$ cat config.mk
export PLATFORM = sky130hd
export DESIGN_NAME = dcom_buffer_writer_flat
export DESIGN_NICKNAME = d
export VERILOG_FILES = /design/src/rtl/dcom_buffer_writer_pkg.sv /design/src/rtl/dcom_buffer_writer_if.sv /design/src/rtl/dcom_buffer_writer.sv /design/src/flat_wrapper.sv
export SDC_FILE = /design/constraint.sdc
export NUM_CORES = 1
export LEC_CHECK = 0
export CORE_MARGIN = 5
export CORE_UTILIZATION = 45
export CTS_CLUSTER_DIAMETER = 40
export CTS_CLUSTER_SIZE = 40
export DETAILED_ROUTE_END_ITERATION = 6
export MAX_ROUTING_LAYER = met4
export PLACE_DENSITY = 0.78
export SLEW_MARGIN = 10
export SYNTH_ARGS = -nofsm -noshare
export SYNTH_HDL_FRONTEND = slang
export SYNTH_SLANG_ARGS = --single-unit
$ cat constraint.sdc
create_clock -name clock_sink_clk -period 3.9 [get_ports clock_sink_clk]
set_clock_uncertainty 0.2 [all_clocks]
set_input_delay 0.39 -clock clock_sink_clk [delete_from_list [all_inputs] [get_ports clock_sink_clk]]
set_output_delay 0.39 -clock clock_sink_clk [all_outputs]
set_load 0.005 [all_outputs]
$ cat src/rtl/dcom_buffer_writer_pkg.sv
// Shared widths, FSM state type and command record for the DCOM buffer writer.
// Latency: n/a (types and constants only).
// Backpressure: n/a.
package dcom_writer_pkg;

  localparam int ADDR_W    = 12;
  localparam int DATA_W    = 64;
  localparam int BE_W      = DATA_W / 8;
  localparam int MAX_WORDS = 4096;

  typedef enum logic [1:0] {
    ST_IDLE  = 2'd0,
    ST_RUN   = 2'd1,
    ST_DRAIN = 2'd2,
    ST_DONE  = 2'd3
  } t_dcom_writer_state;

  // Transfer command latched at start: first word address and word count.
  typedef struct packed {
    logic [ADDR_W-1:0] base;
    logic [ADDR_W:0]   length;
  } t_dcom_writer_cmd;

endpackage

$ cat src/rtl/dcom_buffer_writer_if.sv
// Upstream word stream plus Avalon-MM write master bundle for the DCOM buffer writer.
// Latency: n/a (wires only).
// Backpressure: snk_ready_o toward the stream, avm_waitrequest_i from the slave.
interface dcom_buffer_writer_if #(
  parameter int ADDR_W = dcom_writer_pkg::ADDR_W,
  parameter int DATA_W = dcom_writer_pkg::DATA_W,
  parameter int BE_W   = dcom_writer_pkg::BE_W
) ();

  // Upstream stream
  logic              snk_valid_i;
  logic [DATA_W-1:0] snk_data_i;
  logic [BE_W-1:0]   snk_be_i;
  logic              snk_last_i;
  logic              snk_ready_o;

  // Avalon-MM master toward the DCOM data buffer
  logic [ADDR_W-1:0] avm_address_o;
  logic              avm_write_o;
  logic [DATA_W-1:0] avm_writedata_o;
  logic [BE_W-1:0]   avm_byteenable_o;
  logic              avm_waitrequest_i;

  // Writer side
  modport master (
    input  snk_valid_i, snk_data_i, snk_be_i, snk_last_i, avm_waitrequest_i,
    output snk_ready_o, avm_address_o, avm_write_o, avm_writedata_o, avm_byteenable_o
  );

  // Environment side: stream source and buffer slave
  modport slave (
    output snk_valid_i, snk_data_i, snk_be_i, snk_last_i, avm_waitrequest_i,
    input  snk_ready_o, avm_address_o, avm_write_o, avm_writedata_o, avm_byteenable_o
  );

endinterface

$ cat src/rtl/dcom_buffer_writer.sv
// Avalon-MM write master filling the DCOM data buffer from a word stream, one word per cycle.
// Latency: word accepted at M is on the bus at M+1; done pulses the cycle after the last write.
// Backpressure: waitrequest freezes the one-entry hold register, which drops snk_ready_o.
module dcom_buffer_writer #(
  parameter int ADDR_W = dcom_writer_pkg::ADDR_W,
  parameter int DATA_W = dcom_writer_pkg::DATA_W,
  parameter int BE_W   = dcom_writer_pkg::BE_W
) (
  input  logic              clock_sink_clk,
  input  logic              reset_sink_reset_n,
  input  logic              ctrl_start_i,
  input  logic              ctrl_abort_i,
  input  logic [ADDR_W-1:0] ctrl_base_addr_i,
  input  logic [ADDR_W:0]   ctrl_length_i,
  output logic              status_busy_o,
  output logic              status_done_o,
  output logic              status_aborted_o,
  output logic              status_err_o,
  output logic [ADDR_W:0]   status_words_o,
  dcom_buffer_writer_if.master bus
);
  import dcom_writer_pkg::*;

  localparam int LEN_W = ADDR_W + 1;

  t_dcom_writer_state state_q, state_d;
  t_dcom_writer_cmd   cmd_q, cmd_d;
  logic [LEN_W-1:0]   acc_q, acc_d;       // words taken from the stream
  logic [LEN_W-1:0]   words_q, words_d;   // writes completed on the bus
  logic               hold_vld_q, hold_vld_d;
  logic [DATA_W-1:0]  hold_dat_q, hold_dat_d;
  logic [BE_W-1:0]    hold_be_q, hold_be_d;
  logic               abort_req_q, abort_req_d;
  logic               aborted_q, aborted_d;
  logic               err_q, err_d;

  logic len_ok;
  logic wr_done;
  logic snk_accept;

  assign len_ok  = (ctrl_length_i != '0) && (ctrl_length_i <= LEN_W'(MAX_WORDS));
  assign wr_done = hold_vld_q && !bus.avm_waitrequest_i;

  // The hold slot may refill in the same cycle its write completes, giving full throughput.
  assign bus.snk_ready_o = (state_q == ST_RUN) && (acc_q < cmd_q.length) &&
                           (!hold_vld_q || wr_done) && !ctrl_abort_i;
  assign snk_accept      = bus.snk_valid_i && bus.snk_ready_o;

  // Next-state and datapath: command latch, hold register, counters, end/abort handling.
  always_comb begin
    state_d     = state_q;
    cmd_d       = cmd_q;
    acc_d       = acc_q;
    words_d     = words_q;
    hold_vld_d  = hold_vld_q;
    hold_dat_d  = hold_dat_q;
    hold_be_d   = hold_be_q;
    abort_req_d = abort_req_q;
    aborted_d   = aborted_q;
    err_d       = 1'b0;

    if (wr_done) begin
      hold_vld_d = 1'b0;
      words_d    = words_q + 1'b1;
    end
    if (snk_accept) begin
      hold_vld_d = 1'b1;
      hold_dat_d = bus.snk_data_i;
      hold_be_d  = bus.snk_be_i;
      acc_d      = acc_q + 1'b1;
    end

    case (state_q)
      ST_IDLE: begin
        // Abort alongside start cancels the command outright.
        if (ctrl_start_i && !ctrl_abort_i) begin
          if (len_ok) begin
            cmd_d.base   = ctrl_base_addr_i;
            cmd_d.length = ctrl_length_i;
            acc_d        = '0;
            words_d      = '0;
            abort_req_d  = 1'b0;
            aborted_d    = 1'b0;
            state_d      = ST_RUN;
          end else begin
            err_d = 1'b1;
          end
        end
      end
      ST_RUN: begin
        if (ctrl_abort_i) begin
          // A write already on the bus cannot be withdrawn; let it finish in DRAIN.
          abort_req_d = 1'b1;
          if (!hold_vld_q || wr_done) begin
            aborted_d = 1'b1;
            state_d   = ST_DONE;
          end else begin
            state_d = ST_DRAIN;
          end
        end else if (snk_accept && (bus.snk_last_i || (acc_q + 1'b1) == cmd_q.length)) begin
          state_d = ST_DRAIN;
        end
      end
      ST_DRAIN: begin
        if (ctrl_abort_i) abort_req_d = 1'b1;
        if (!hold_vld_q || wr_done) begin
          aborted_d = abort_req_q || ctrl_abort_i;
          state_d   = ST_DONE;
        end
      end
      ST_DONE: state_d = ST_IDLE;
      default: state_d = ST_IDLE;
    endcase
  end

  // State register; reset clears everything, so a pending write drops immediately.
  always_ff @(posedge clock_sink_clk or negedge reset_sink_reset_n) begin
    if (!reset_sink_reset_n) begin
      state_q     <= ST_IDLE;
      cmd_q       <= '0;
      acc_q       <= '0;
      words_q     <= '0;
      hold_vld_q  <= 1'b0;
      hold_dat_q  <= '0;
      hold_be_q   <= '0;
      abort_req_q <= 1'b0;
      aborted_q   <= 1'b0;
      err_q       <= 1'b0;
    end else begin
      state_q     <= state_d;
      cmd_q       <= cmd_d;
      acc_q       <= acc_d;
      words_q     <= words_d;
      hold_vld_q  <= hold_vld_d;
      hold_dat_q  <= hold_dat_d;
      hold_be_q   <= hold_be_d;
      abort_req_q <= abort_req_d;
      aborted_q   <= aborted_d;
      err_q       <= err_d;
    end
  end

  // Offset is the completed-write count, so the address holds still during a stall.
  assign bus.avm_write_o      = hold_vld_q;
  assign bus.avm_address_o    = cmd_q.base + words_q[ADDR_W-1:0];
  assign bus.avm_writedata_o  = hold_dat_q;
  assign bus.avm_byteenable_o = hold_be_q;

  assign status_busy_o    = (state_q != ST_IDLE);
  assign status_done_o    = (state_q == ST_DONE);
  assign status_aborted_o = aborted_q;
  assign status_err_o     = err_q;
  assign status_words_o   = words_q;

endmodule

$ cat src/flat_wrapper.sv
// flat-port wrapper written by rule: the top's interface ports become plain ports
module dcom_buffer_writer_flat import dcom_writer_pkg::*;
#(
  parameter int ADDR_W = dcom_writer_pkg::ADDR_W,
  parameter int DATA_W = dcom_writer_pkg::DATA_W,
  parameter int BE_W   = dcom_writer_pkg::BE_W
)
  (clock_sink_clk, reset_sink_reset_n, ctrl_start_i, ctrl_abort_i, ctrl_base_addr_i, ctrl_length_i, status_busy_o, status_done_o, status_aborted_o, status_err_o, status_words_o, bus_snk_valid_i, bus_snk_data_i, bus_snk_be_i, bus_snk_last_i, bus_avm_waitrequest_i, bus_snk_ready_o, bus_avm_address_o, bus_avm_write_o, bus_avm_writedata_o, bus_avm_byteenable_o);
  dcom_buffer_writer_if #(.ADDR_W(ADDR_W), .DATA_W(DATA_W), .BE_W(BE_W)) bus_i ();
  input  logic clock_sink_clk;
  input  logic reset_sink_reset_n;
  input  logic ctrl_start_i;
  input  logic ctrl_abort_i;
  input  logic [ADDR_W-1:0] ctrl_base_addr_i;
  input  logic [ADDR_W:0] ctrl_length_i;
  output logic status_busy_o;
  output logic status_done_o;
  output logic status_aborted_o;
  output logic status_err_o;
  output logic [ADDR_W:0] status_words_o;
  input wire logic [$bits(bus_i.snk_valid_i)-1:0] bus_snk_valid_i;
  input wire logic [$bits(bus_i.snk_data_i)-1:0] bus_snk_data_i;
  input wire logic [$bits(bus_i.snk_be_i)-1:0] bus_snk_be_i;
  input wire logic [$bits(bus_i.snk_last_i)-1:0] bus_snk_last_i;
  input wire logic [$bits(bus_i.avm_waitrequest_i)-1:0] bus_avm_waitrequest_i;
  output wire logic [$bits(bus_i.snk_ready_o)-1:0] bus_snk_ready_o;
  output wire logic [$bits(bus_i.avm_address_o)-1:0] bus_avm_address_o;
  output wire logic [$bits(bus_i.avm_write_o)-1:0] bus_avm_write_o;
  output wire logic [$bits(bus_i.avm_writedata_o)-1:0] bus_avm_writedata_o;
  output wire logic [$bits(bus_i.avm_byteenable_o)-1:0] bus_avm_byteenable_o;
  assign bus_i.snk_valid_i = bus_snk_valid_i;
  assign bus_i.snk_data_i = bus_snk_data_i;
  assign bus_i.snk_be_i = bus_snk_be_i;
  assign bus_i.snk_last_i = bus_snk_last_i;
  assign bus_i.avm_waitrequest_i = bus_avm_waitrequest_i;
  assign bus_snk_ready_o = bus_i.snk_ready_o;
  assign bus_avm_address_o = bus_i.avm_address_o;
  assign bus_avm_write_o = bus_i.avm_write_o;
  assign bus_avm_writedata_o = bus_i.avm_writedata_o;
  assign bus_avm_byteenable_o = bus_i.avm_byteenable_o;
  dcom_buffer_writer #(.ADDR_W(ADDR_W), .DATA_W(DATA_W), .BE_W(BE_W)) u_core (.clock_sink_clk(clock_sink_clk), .reset_sink_reset_n(reset_sink_reset_n), .ctrl_start_i(ctrl_start_i), .ctrl_abort_i(ctrl_abort_i), .ctrl_base_addr_i(ctrl_base_addr_i), .ctrl_length_i(ctrl_length_i), .status_busy_o(status_busy_o), .status_done_o(status_done_o), .status_aborted_o(status_aborted_o), .status_err_o(status_err_o), .status_words_o(status_words_o), .bus(bus_i));
endmodule
==> out/results.env, run 1 <==
SYNTH_LARGEST_TYPE_AREA_FRACTION=0.507
STATUS='completed'
FINAL_CRITICAL_PATH_SETUP_SLACK_PS=185
GRT_SETUP_UNREPAIRED='no'
MOST_REPEATED_CELL_IN_THE_GATE_LEVEL_NETLIST_AFTER_SYNTHESIS='sky130_fd_sc_hd__dfrtp_1'
PATH_CELLS='ha_1 -> a21o_1 -> a21oi_2 -> nor2b_1 -> nor2_1 -> o21ai_0 -> a211o_1 -> o31ai_1 -> xnor2_1 -> clkdlybuf4s50_1'
POST_DETAILED_PLACEMENT_HALF_PERIMETER_WIRELENGTH_UM=12300
YOSYS_REGISTER_BITS=129
TOTALNEGATIVESETUPSLACK_PS=0
STARTPOINT_TYPE='flop'
POSTCTSSETUPBUFFERS=0
CRITPATHKIND='flop to primary output'
SYN-NUM-NETS=692
MIN_PERIOD_PS=3710
CRITPATHMAXSTAGEDELAY_PS=510
CRITICAL_PATH.TOP_DELAY_FAMILY='compound AO/OA/AOI/OAI gates'
DRT_FIRST_PASS_ITERS=4
WORST-ENDPOINT-ARRIVAL_PS=3120
CLOCK.FMAX_GHz=0.269
HOLD_CLASS='flop to flop'
NETS_FINISH=901
WL_PER_CELL_UM=17.1
GLOBALROUTETOTALUTIL=0.209
IOPINCOUNT=207
CORE_REGION_AREA_UM2=13900
PORTBUFFERS=206
DETAIL_ROUTE.VIAS_PER_CELL=5.10
MAX-CAP-VIOLATIONS=0
SYNTHTOPCELLSBYAREA='sky130_fd_sc_hd__dfrtp_1 51%, sky130_fd_sc_hd__mux2_2 15%, sky130_fd_sc_hd__ha_1 5.9%, sky130_fd_sc_hd__xnor2_1 4.5%, sky130_fd_sc_hd__nor2_1 2.9%'
REPORT.FINAL.SLEW_VIOL_COUNT=0
SYNTH_AREA_LEADER_CELL='sky130_fd_sc_hd__dfrtp_1'
WORST_MARGIN_SLEW_PS=766
HOLD_VIOL=0
SYNTH-EDFF-COUNT=0
SYN_TO_FINAL_GROWTH_PCT=45.2
SLOWEST_STAGE='sky130_fd_sc_hd__clkdlybuf4s50_1'
DRC_ERRORS=0
DOMINANTREGCELLSYNTH='sky130_fd_sc_hd__dfrtp_1'
FIRST_GLOBAL_VIAS=5524
MULTIINPUTGATEAREA_UM2=2940
MAXSLEWHEADROOM=0.489
FINAL_ANTENNA_VIOLATING_NET_COUNT=0
CTSHTREEMAXLEVEL=4
FIN_UTIL=0.666
FLOORPLAN.INITIALDENSITY=0.459
GP_CONGESTION=0.911
MAX_IR_DROP_VDD_mV=0.408
SYNTH_SEQ_AREA_SHARE=0.507
SYNTHESIS.AREA_UM2=6370
CRITPATHCAPTURETYPE='primary output'
GR-TOTAL-OVERFLOW=0
WL_UM=16400
DPL_WORST_SLACK_PS=268
P_TOTAL_mW=6.64
DRT-INITIAL-DRC-COUNT=222
REPORT.FINAL.SETUP_VIOL=0
SYNTH_WARNINGS=0
CLKLATENCYLATEPIN_PS=410
SYN_AREA_PER_CELL_UM2=11.4
DIE_AREA_UM2=16600
LAYOUT-DRIVE-GT1-SHARE=0.173
SYNTH.DISTINCT_CELLS=53
LEAKAGE_nW=4.04
SYNTH_CELLS=557
TRITONCTS='done'
CRITICAL_PATH_REQUIRED_PS=3310
CTS_INSERTED_BUFFERS=17
GRT_PASS1_WL_UM=26700
CLOCK_TREE.ROOT_CELL='sky130_fd_sc_hd__clkbuf_16'
CRITICAL_PATH.N_BUFFERS_INVERTERS=1
CELLPOWERDENSITY_nW_PER_UM2=717
NUM_ANTENNA_CELLS=0
PLACEMENTROWS=43
YS_TOP_CELLS_BY_COUNT='129 x sky130_fd_sc_hd__dfrtp_1, 84 x sky130_fd_sc_hd__mux2_2, 49 x sky130_fd_sc_hd__nor2_1'
ROUTED-VIA-COUNT=4894
DIE-WIDTH_UM=129
CTS.CLK_SLEW.WORST_PATHS_PS=60
CLKSINKCOUNT=129
CRIT_PATH_MAX_FANOUT=7
FINAL.PERIOD_UTILIZATION=0.952
NUMBER_OF_FILLERS_IN_THE_FINAL_LAYOUT=1011
FINAL-SEQ-AREA_UM2=3230
DIE-HEIGHT_UM=129
GRT_ANTENNA_BEFORE_REPAIR=0
GRT_MAX_DEGREE=73
SYNTH_ASYNC_SR_FLOP_SHARE=1.00
MAXIMUM_BUFFER_DEPTH_OF_THE_CLOCK_TREE=2
-- path summary, 6_finish.rpt --
check	startpoint	end	slack (ps)	cells after the start
max in group asynchronous	reset_sink_reset_n	u_core.status_words_o[0]$_DFF_PN0_	2280	3
worst max register to register	u_core.acc_q[9]$_DFF_PN0_	u_core.state_q[1]$_DFFE_PN0P_	820	8
min in group asynchronous	reset_sink_reset_n	u_core.state_q[0]$_DFFE_PN0P_	380	2
worst min-delay path	u_core.bus.avm_writedata_o[44]$_DFFE_PN0N_	u_core.bus.avm_writedata_o[44]$_DFFE_PN0N_	300	1
worst max-delay path	u_core.status_words_o[1]$_DFF_PN0_	bus_avm_address_o[11]	190	10
worst min register to register	u_core.bus.avm_writedata_o[44]$_DFFE_PN0N_	u_core.bus.avm_writedata_o[44]$_DFFE_PN0N_	300	1
-- worst reg2reg max path, delay by kind of cell (launching register included) --
kind	cells	cell delay [ps]
mux	1	300
fa+ha+maj	1	330
flops	1	460
simple gates	2	360
compound gates	4	1310
-- cell type report --
cell class / count / share of cell area
sequential: 129 / 0.349
clock inverter: 13 / 0.0174
inverter: 29 / 0.0118
clock buffer: 19 / 0.0490
tap: 180 / 0.0243
multi-input combinational: 377 / 0.318
timing repair buffer: 212 / 0.230
-- report_power, final --
part           total [mW]  internal [mW]  switching [mW]  leakage, nW
logic                2.73           1.71            1.02         2.15
registers            2.28           1.90           0.377         1.60
clock network        1.62           1.04           0.587        0.291
total                6.64           4.65            1.98         4.04
-- cells in the final DEF, fill, tap and decap left out, types with 13 or more instances in the layout --
master,instances
sky130_fd_sc_hd__clkbuf_16,17
sky130_fd_sc_hd__clkdlybuf4s50_1,204
sky130_fd_sc_hd__dfrtp_1,128
sky130_fd_sc_hd__ha_1,30
sky130_fd_sc_hd__inv_1,29
sky130_fd_sc_hd__mux2_2,84
sky130_fd_sc_hd__nand2_1,32
sky130_fd_sc_hd__nand3_1,13
sky130_fd_sc_hd__nor2_1,48
sky130_fd_sc_hd__o21ai_0,25
sky130_fd_sc_hd__xnor2_1,33
sky130_fd_sc_hd__xor2_1,13
-- timing repair --
action | 4_1_cts | 5_1_grt
hold buffers | 1 | 0
setup endpoints to repair | 1 | 1
resized for setup | 4 | 1
endpoints found under the hold margin | 57 | 0
-- registers in the layout (all words and copies together), names as in the netlist, 2 cells and up --
register                     flops
u_core.bus.avm_writedata_o      64
u_core.cmd_q                    25
u_core.acc_q                    13
u_core.status_words_o           13
u_core.bus.avm_byteenable_o      8
u_core.state_q                   2
-- metal layers --
| metal | vias up | track usage | part of all wire |
|---|---|---|---|
| met5 | - | - | 0 |
| met4 | 0 | 0.0723 | 0.018 |
| met2 | 202 | 0.327 | 0.47 |
| li1 | 2354 | - | - |
| met3 | 28 | 0.0839 | 0.094 |
| met1 | 2310 | 0.247 | 0.42 |
-- cells by family after synthesis --
family	count (synthesis)	synth area share
buffers and inverters	51	0.0344
muxes	86	0.152
adders and majority gates	31	0.0621
DFF	129	0.507
xor gates and xnor gates	47	0.0658
AOI/OAI and AO/OA	70	0.0689
and+or+nand+nor	143	0.110
-- metrics by stage --
| step | cells | hold slack (ps) | cell area [um2] |
|---|---|---|---|
| floorplan | 557 | -106 | 6370 |
| global placement | 926 | 283 | 8620 |
| detailed placement | 926 | 291 | 8620 |
| CTS | 959 | 305 | 9250 |
| global route | 959 | 308 | 9250 |
| finish | 959 | 301 | 9250 |
Note: power is estimated with default switching activity, not from simulation.
==> run 2, diff against run 1 <==
CORE_MARGIN = not set   (was 5)
==> run 2 against run 1 <==
Via count rose by 2.3%. Fmax increased by 0.64%. Wire length is 2.5% lower. Register-to-register slack worse by 50 ps. Critical path depth increased by 1. First-iteration DRC count shrank 3.6%. Non-clock buffer count increased by 2. Sequential power barely moved. Utilization grew 0.37 points. Clock-buffer cell count is 5 higher. Global-route usage grew 2.2 points.
==> out/results.env, run 2 (same netlist as run 1, synthesis figures left out) <==
DPL_WORST_SLACK_PS=220
CRITICAL_PATH.TOP_DELAY_FAMILY='compound AO/OA/AOI/OAI gates'
GRT_SETUP_UNREPAIRED='no'
GP_CONGESTION=0.880
FINAL_ANTENNA_VIOLATING_NET_COUNT=0
DIE-HEIGHT_UM=121
ROUTED-VIA-COUNT=5006
CLKLATENCYLATEPIN_PS=410
CLOCK.FMAX_GHz=0.271
SLOWEST_STAGE='sky130_fd_sc_hd__clkdlybuf4s50_1'
IOPINCOUNT=207
CTS.CLK_SLEW.WORST_PATHS_PS=60
GR-MAX-USAGE-LAYER='met2'
PATH_CELLS='ha_1 -> inv_1 -> fa_1 -> nor2b_1 -> o21ai_2 -> a21boi_0 -> o21ai_1 -> a21oi_1 -> nor2_1 -> xnor2_1 -> clkdlybuf4s50_1'
WL_PER_CELL_UM=16.6
STARTPOINT_TYPE='flop'
REPORT.FINAL.SETUP_VIOL=0
STATUS='completed'
CRITICAL_PATH_REQUIRED_PS=3310
HIGHEST_COUNT_CELLS_IN_THE_LAYOUT_IGNORING_FILL_AND_TAPS='204 x sky130_fd_sc_hd__clkdlybuf4s50_1, 128 x sky130_fd_sc_hd__dfrtp_1, 84 x sky130_fd_sc_hd__mux2_2'
DETAIL_ROUTE.VIAS_PER_CELL=5.21
PLACEMENTROWS=43
REPORT.FINAL.SLEW_VIOL_COUNT=0
CRIT_PATH_MAX_FANOUT=7
CLKSINKCOUNT=129
P_TOTAL_mW=6.66
CTSHTREEMAXLEVEL=4
MIN_PERIOD_PS=3690
CTS_INSERTED_BUFFERS=17
WL_UM=15900
MAX_IR_DROP_VDD_mV=0.444
FINAL.PERIOD_UTILIZATION=0.946
GLOBALROUTETOTALUTIL=0.231
CRITICAL_PATH.N_BUFFERS_INVERTERS=2
PLACE_AREA_UM2=8630
GRT_MAX_DEGREE=73
GRT.MET3_USAGE=0.0799
WORST-ENDPOINT-ARRIVAL_PS=3100
STDCELL_AREA_UM2=9270
CELLPOWERDENSITY_nW_PER_UM2=718
CORE_REGION_AREA_UM2=13800
DRT_FIRST_PASS_ITERS=4
LARGEST_REGISTER_FF_COUNT=64
GRT_ANTENNA_BEFORE_REPAIR=0
LEADING_CELL_TYPE_IN_THE_LAYOUT_FILL_AND_TAPS_EXCLUDED='sky130_fd_sc_hd__clkdlybuf4s50_1'
NETS_FINISH=903
FINAL_CRITICAL_PATH_SETUP_SLACK_PS=209
HOLD_CLASS='flop to flop'
POST_DETAILED_PLACEMENT_HALF_PERIMETER_WIRELENGTH_UM=11800
GR-TOTAL-OVERFLOW=0
CRITPATHCAPTURETYPE='primary output'
SYN_TO_FINAL_GROWTH_PCT=45.5
TOTALNEGATIVESETUPSLACK_PS=0
GRT_USE_MET1=0.266
DRT-INITIAL-DRC-COUNT=214
LEAKAGE_nW=4.04
GRT_PASS1_WL_UM=25400
WORST_MARGIN_SLEW_PS=782
FIN_UTIL=0.670
CRITPATHMAXSTAGEDELAY_PS=510
LAYOUT-DRIVE-GT1-SHARE=0.174
MAX-CAP-VIOLATIONS=0
FLOORPLAN.INITIALDENSITY=0.461
USE_MET2=0.375
HOLD_VIOL=0
CRITPATHKIND='flop to primary output'
CLOCK_TREE.ROOT_CELL='sky130_fd_sc_hd__clkbuf_16'
DIE_AREA_UM2=14600
FIRST_GLOBAL_VIAS=5259
DRC_ERRORS=0
TRITONCTS='done'
MAXSLEWHEADROOM=0.479
PORTBUFFERS=206
MAXIMUM_BUFFER_DEPTH_OF_THE_CLOCK_TREE=2
DIE-WIDTH_UM=121
NUM_ANTENNA_CELLS=0
## run 2: worst paths after layout
check | start | to | slack [ps] | cells after the start
worst min register to register | u_core.bus.avm_writedata_o[25]$_DFFE_PN0N_ | u_core.bus.avm_writedata_o[25]$_DFFE_PN0N_ | 300 | 1
max in group asynchronous | reset_sink_reset_n | u_core.status_words_o[0]$_DFF_PN0_ | 2260 | 3
min in group asynchronous | reset_sink_reset_n | u_core.cmd_q[12]$_DFFE_PN0P_ | 380 | 2
worst max-delay path | u_core.status_words_o[0]$_DFF_PN0_ | bus_avm_address_o[8] | 210 | 11
worst max register to register | u_core.acc_q[8]$_DFF_PN0_ | u_core.state_q[1]$_DFFE_PN0P_ | 770 | 8
worst min-delay path | u_core.bus.avm_writedata_o[25]$_DFFE_PN0N_ | u_core.bus.avm_writedata_o[25]$_DFFE_PN0N_ | 300 | 1
## run 2: per-stage QoR
stage,hold WS (ps),cells
floorplan,-106,557
global placement,284,928
detailed placement,294,928
CTS,304,961
global route,317,961
finish,303,961
## run 2: cell type report
cell class,count,area [um2]
clock buffers,24,492
clock inverters,8,126
fillers,1010,4560
inverters,29,109
multi-input cells,377,2950
flip-flops and latches,129,3230
well taps,180,225
repair buffers,214,2130
## run 2: report_power, final
group	switching [mW]	internal, mW
Clock	0.577	1.07
Sequential	0.380	1.91
Combinational	1.01	1.71
## run 2: worst register-to-register path, stage by stage (launching register included)
cell	delay, ps
sky130_fd_sc_hd__dfrtp_1	450
sky130_fd_sc_hd__ha_1	370
sky130_fd_sc_hd__a211oi_1	280
sky130_fd_sc_hd__a21oi_1	90
sky130_fd_sc_hd__nand4b_1	250
sky130_fd_sc_hd__a211o_4	500
sky130_fd_sc_hd__o31ai_2	440
sky130_fd_sc_hd__nand2b_1	130
sky130_fd_sc_hd__mux2_4	310
## run 2: what timing repair did
item	CTS	global route
cloned	0	0
setup buffers	0	0
hold buffers	1	0
gates resized for setup	4	3
pin swaps	0	1
endpoints found under the hold margin	57	0
setup endpoints to repair	1	2
## run 2: metal layers
layer / routed length (um) / up-vias / share of wire
met1: 6610 / 2436 / 0.41
li1: - / 2349 / -
met2: 7880 / 195 / 0.49
met3: 1160 / 26 / 0.073
met4: 299 / 0 / 0.019
met5: 0 / - / 0
==> run 3, diff against run 2 <==
ABC_AREA = 1   (was not set)
TNS_END_PERCENT = 5   (was not set)
==> run 3 against run 2 <==
Wire length rose by 6.5%. Power rose by 3.5%. Clock-buffer cell count fell by 5.
==> out/results.env, run 3 <==
DETAIL_ROUTE.VIAS_PER_CELL=4.87
POST_DETAILED_PLACEMENT_HALF_PERIMETER_WIRELENGTH_UM=12000
MAX-CAP-VIOLATIONS=0
REPORT.FINAL.SETUP_VIOL=0
LARGEST_REGISTER_FF_COUNT=64
CTSHTREEMAXLEVEL=4
SYN_TO_FINAL_GROWTH_PCT=43.4
FINAL_ANTENNA_VIOLATING_NET_COUNT=0
WL_UM=17000
SYNTH-EDFF-COUNT=0
FINAL-INSTANCE-COUNT-EXCL-FILL=1224
PATH_CELLS='ha_1 -> a21oi_1 -> o21ai_0 -> a21oi_1 -> o21ai_0 -> a21oi_1 -> nor2_1 -> nor2_1 -> xor2_1 -> clkdlybuf4s50_1'
FINAL_CRITICAL_PATH_SETUP_SLACK_PS=366
HIGHEST_COUNT_CELLS_IN_THE_LAYOUT_IGNORING_FILL_AND_TAPS='357 x sky130_fd_sc_hd__nand2_1, 205 x sky130_fd_sc_hd__clkdlybuf4s50_1, 129 x sky130_fd_sc_hd__dfrtp_1'
WORST_MARGIN_SLEW_PS=727
SYNTH.DISTINCT_CELLS=33
REG2REG_SETUP_SLACK_PS=950
YOSYS_REGISTER_BITS=129
CTS.CLK_SLEW.WORST_PATHS_PS=60
WL_PER_CELL_UM=13.9
ROUTED-VIA-COUNT=5955
STATUS='completed'
HOLD_VIOL=0
CLKSINKCOUNT=129
STARTPOINT_TYPE='flop'
MAX_IR_DROP_VDD_mV=0.449
SYNTH_WARNINGS=0
FLOORPLAN.INITIALDENSITY=0.465
REPORT.FINAL.SLEW_VIOL_COUNT=0
CRITPATHMAXSTAGEDELAY_PS=520
DRC_ERRORS=0
SYNTH_ASYNC_SR_FLOP_SHARE=1.00
SYNTHESIS.AREA_UM2=6500
SLOWEST_STAGE='sky130_fd_sc_hd__clkdlybuf4s50_1'
DIE_AREA_UM2=14900
POSTCTSSETUPBUFFERS=0
SYNTHTOPCELLSBYAREA='sky130_fd_sc_hd__dfrtp_1 50%, sky130_fd_sc_hd__nand2_1 21%, sky130_fd_sc_hd__ha_1 5.8%, sky130_fd_sc_hd__inv_1 4.3%, sky130_fd_sc_hd__o21ai_0 2.7%'
TRITONCTS='done'
TOTALNEGATIVESETUPSLACK_PS=0
HOLD_CLASS='flop to flop'
PLACEMENTROWS=43
CRITICAL_PATH_REQUIRED_PS=3310
GRT_MAX_DEGREE=75
SYN_AREA_PER_CELL_UM2=7.89
CORE_REGION_AREA_UM2=14000
CRITPATHKIND='flop to primary output'
SYNTH_LARGEST_TYPE_AREA_FRACTION=0.496
NETS_FINISH=1166
CELLPOWERDENSITY_nW_PER_UM2=738
CLKLATENCYLATEPIN_PS=420
DRT-INITIAL-DRC-COUNT=303
DPL_WORST_SLACK_PS=818
LEADING_CELL_TYPE_IN_THE_LAYOUT_FILL_AND_TAPS_EXCLUDED='sky130_fd_sc_hd__nand2_1'
NUMBER_OF_FILLERS_IN_THE_FINAL_LAYOUT=1188
GRT_PASS1_WL_UM=28200
MAXIMUM_BUFFER_DEPTH_OF_THE_CLOCK_TREE=2
DIE-WIDTH_UM=122
MIN_PERIOD_PS=3530
MAXSLEWHEADROOM=0.515
CTS_RESIZED=0
NUM_ANTENNA_CELLS=0
SYNTH_CELLS=824
FIRST_GLOBAL_VIAS=5868
SYNTH_SEQ_AREA_SHARE=0.496
CRIT_PATH_MAX_FANOUT=6
DIE-HEIGHT_UM=122
SYN-NUM-NETS=959
FINAL.PERIOD_UTILIZATION=0.906
YS_TOP_CELLS_BY_COUNT='357 x sky130_fd_sc_hd__nand2_1, 129 x sky130_fd_sc_hd__dfrtp_1, 75 x sky130_fd_sc_hd__inv_1'
CRIT_TOP_CELL='sky130_fd_sc_hd__a21oi_1'
CTS_INSERTED_BUFFERS=17
CLOCK.FMAX_GHz=0.283
LEAKAGE_nW=4.68
GLOBALROUTETOTALUTIL=0.252
DRT_FIRST_PASS_ITERS=5
GR-TOTAL-OVERFLOW=0
GP_CONGESTION=0.898
DOMINANTREGCELLSYNTH='sky130_fd_sc_hd__dfrtp_1'
DP_CELLS=1191
WORST-ENDPOINT-ARRIVAL_PS=2940
MOST_REPEATED_CELL_IN_THE_GATE_LEVEL_NETLIST_AFTER_SYNTHESIS='sky130_fd_sc_hd__nand2_1'
CRITPATHCAPTURETYPE='primary output'
IOPINCOUNT=207
CLOCK_TREE.ROOT_CELL='sky130_fd_sc_hd__clkbuf_16'
SYNTH_AREA_LEADER_CELL='sky130_fd_sc_hd__dfrtp_1'
GRT_ANTENNA_BEFORE_REPAIR=0
PORTBUFFERS=206
GRT_SETUP_UNREPAIRED='no'
LAYOUT-DRIVE-GT1-SHARE=0.0565
## run 3: cell families after synthesis
group | Yosys count | synth area share
buffers and inverters | 103 | 0.0617
AND/OR/NAND/NOR | 463 | 0.287
flip-flops | 129 | 0.496
adder cells (fa/ha/maj) | 31 | 0.0608
XOR/XNOR | 22 | 0.0317
AO/OA/AOI/OAI | 76 | 0.0627
## run 3: through the flow
| stage | utilization | hold WS (ps) | total power, mW | instance area, um2 |
|---|---|---|---|---|
| floorplan | - | -106 | 3.82 | 6500 |
| global placement | 0.624 | 253 | 5.26 | 8730 |
| detailed placement | 0.624 | 258 | 5.34 | 8730 |
| CTS | 0.667 | 272 | 6.94 | 9330 |
| global route | 0.667 | 286 | 7.48 | 9330 |
| finish | 0.667 | 267 | 6.89 | 9330 |
## run 3: area by class of cell
| cell class | count | area [um2] | area share |
|---|---|---|---|
| multi-input combinational | 592 | 2880 | 0.309 |
| tap | 180 | 225 | 0.0242 |
| clock inverter | 13 | 128 | 0.0137 |
| clock buffer | 19 | 453 | 0.0486 |
| inverter | 78 | 293 | 0.0314 |
| timing repair buffer | 213 | 2120 | 0.227 |
| sequential | 129 | 3230 | 0.346 |
## run 3: path summary, 6_finish.rpt
check | cells after the start | endpoint | from
worst max-delay path | 10 | bus_avm_address_o[11] | u_core.status_words_o[6]$_DFF_PN0_
worst min-delay path | 2 | u_core.bus.avm_writedata_o[0]$_DFFE_PN0N_ | u_core.bus.avm_writedata_o[0]$_DFFE_PN0N_
worst max register to register | 12 | u_core.bus.avm_writedata_o[1]$_DFFE_PN0N_ | u_core.acc_q[4]$_DFF_PN0_
worst min register to register | 2 | u_core.bus.avm_writedata_o[0]$_DFFE_PN0N_ | u_core.bus.avm_writedata_o[0]$_DFFE_PN0N_
max in group asynchronous | 3 | u_core.bus.avm_writedata_o[36]$_DFFE_PN0N_ | reset_sink_reset_n
min in group asynchronous | 2 | u_core.acc_q[4]$_DFF_PN0_ | reset_sink_reset_n
## run 3: critical path: cells and delay by family (launching register included)
| kind | cells | cell delay, ps |
|---|---|---|
| adders and majority gates | 1 | 370 |
| buffers and inverters | 1 | 520 |
| and+or+nand+nor | 2 | 180 |
| xor gates and xnor gates | 1 | 160 |
| DFF | 1 | 460 |
| AOI/OAI and AO/OA | 5 | 840 |
## run 3: power by group
group	internal (mW)	total [mW]	switching, mW	leakage (nW)
clock	0.921	1.55	0.628	0.289
combinational	1.57	3.00	1.43	2.76
sequential	1.92	2.33	0.416	1.63
total	4.41	6.89	2.48	4.68
## run 3: what timing repair did
action | in CTS | in global routing
hold buffers | 1 | 0
setup endpoints to repair | 0 | 0
hold endpoints to repair | 72 | 0
## run 3: layer usage
metal	vias to the layer above	global-route usage	share of wire
met5	-	-	0
met4	0	0.0777	0.013
met3	14	0.0818	0.078
met2	189	0.401	0.48
met1	2763	0.305	0.43
li1	2989	-	-
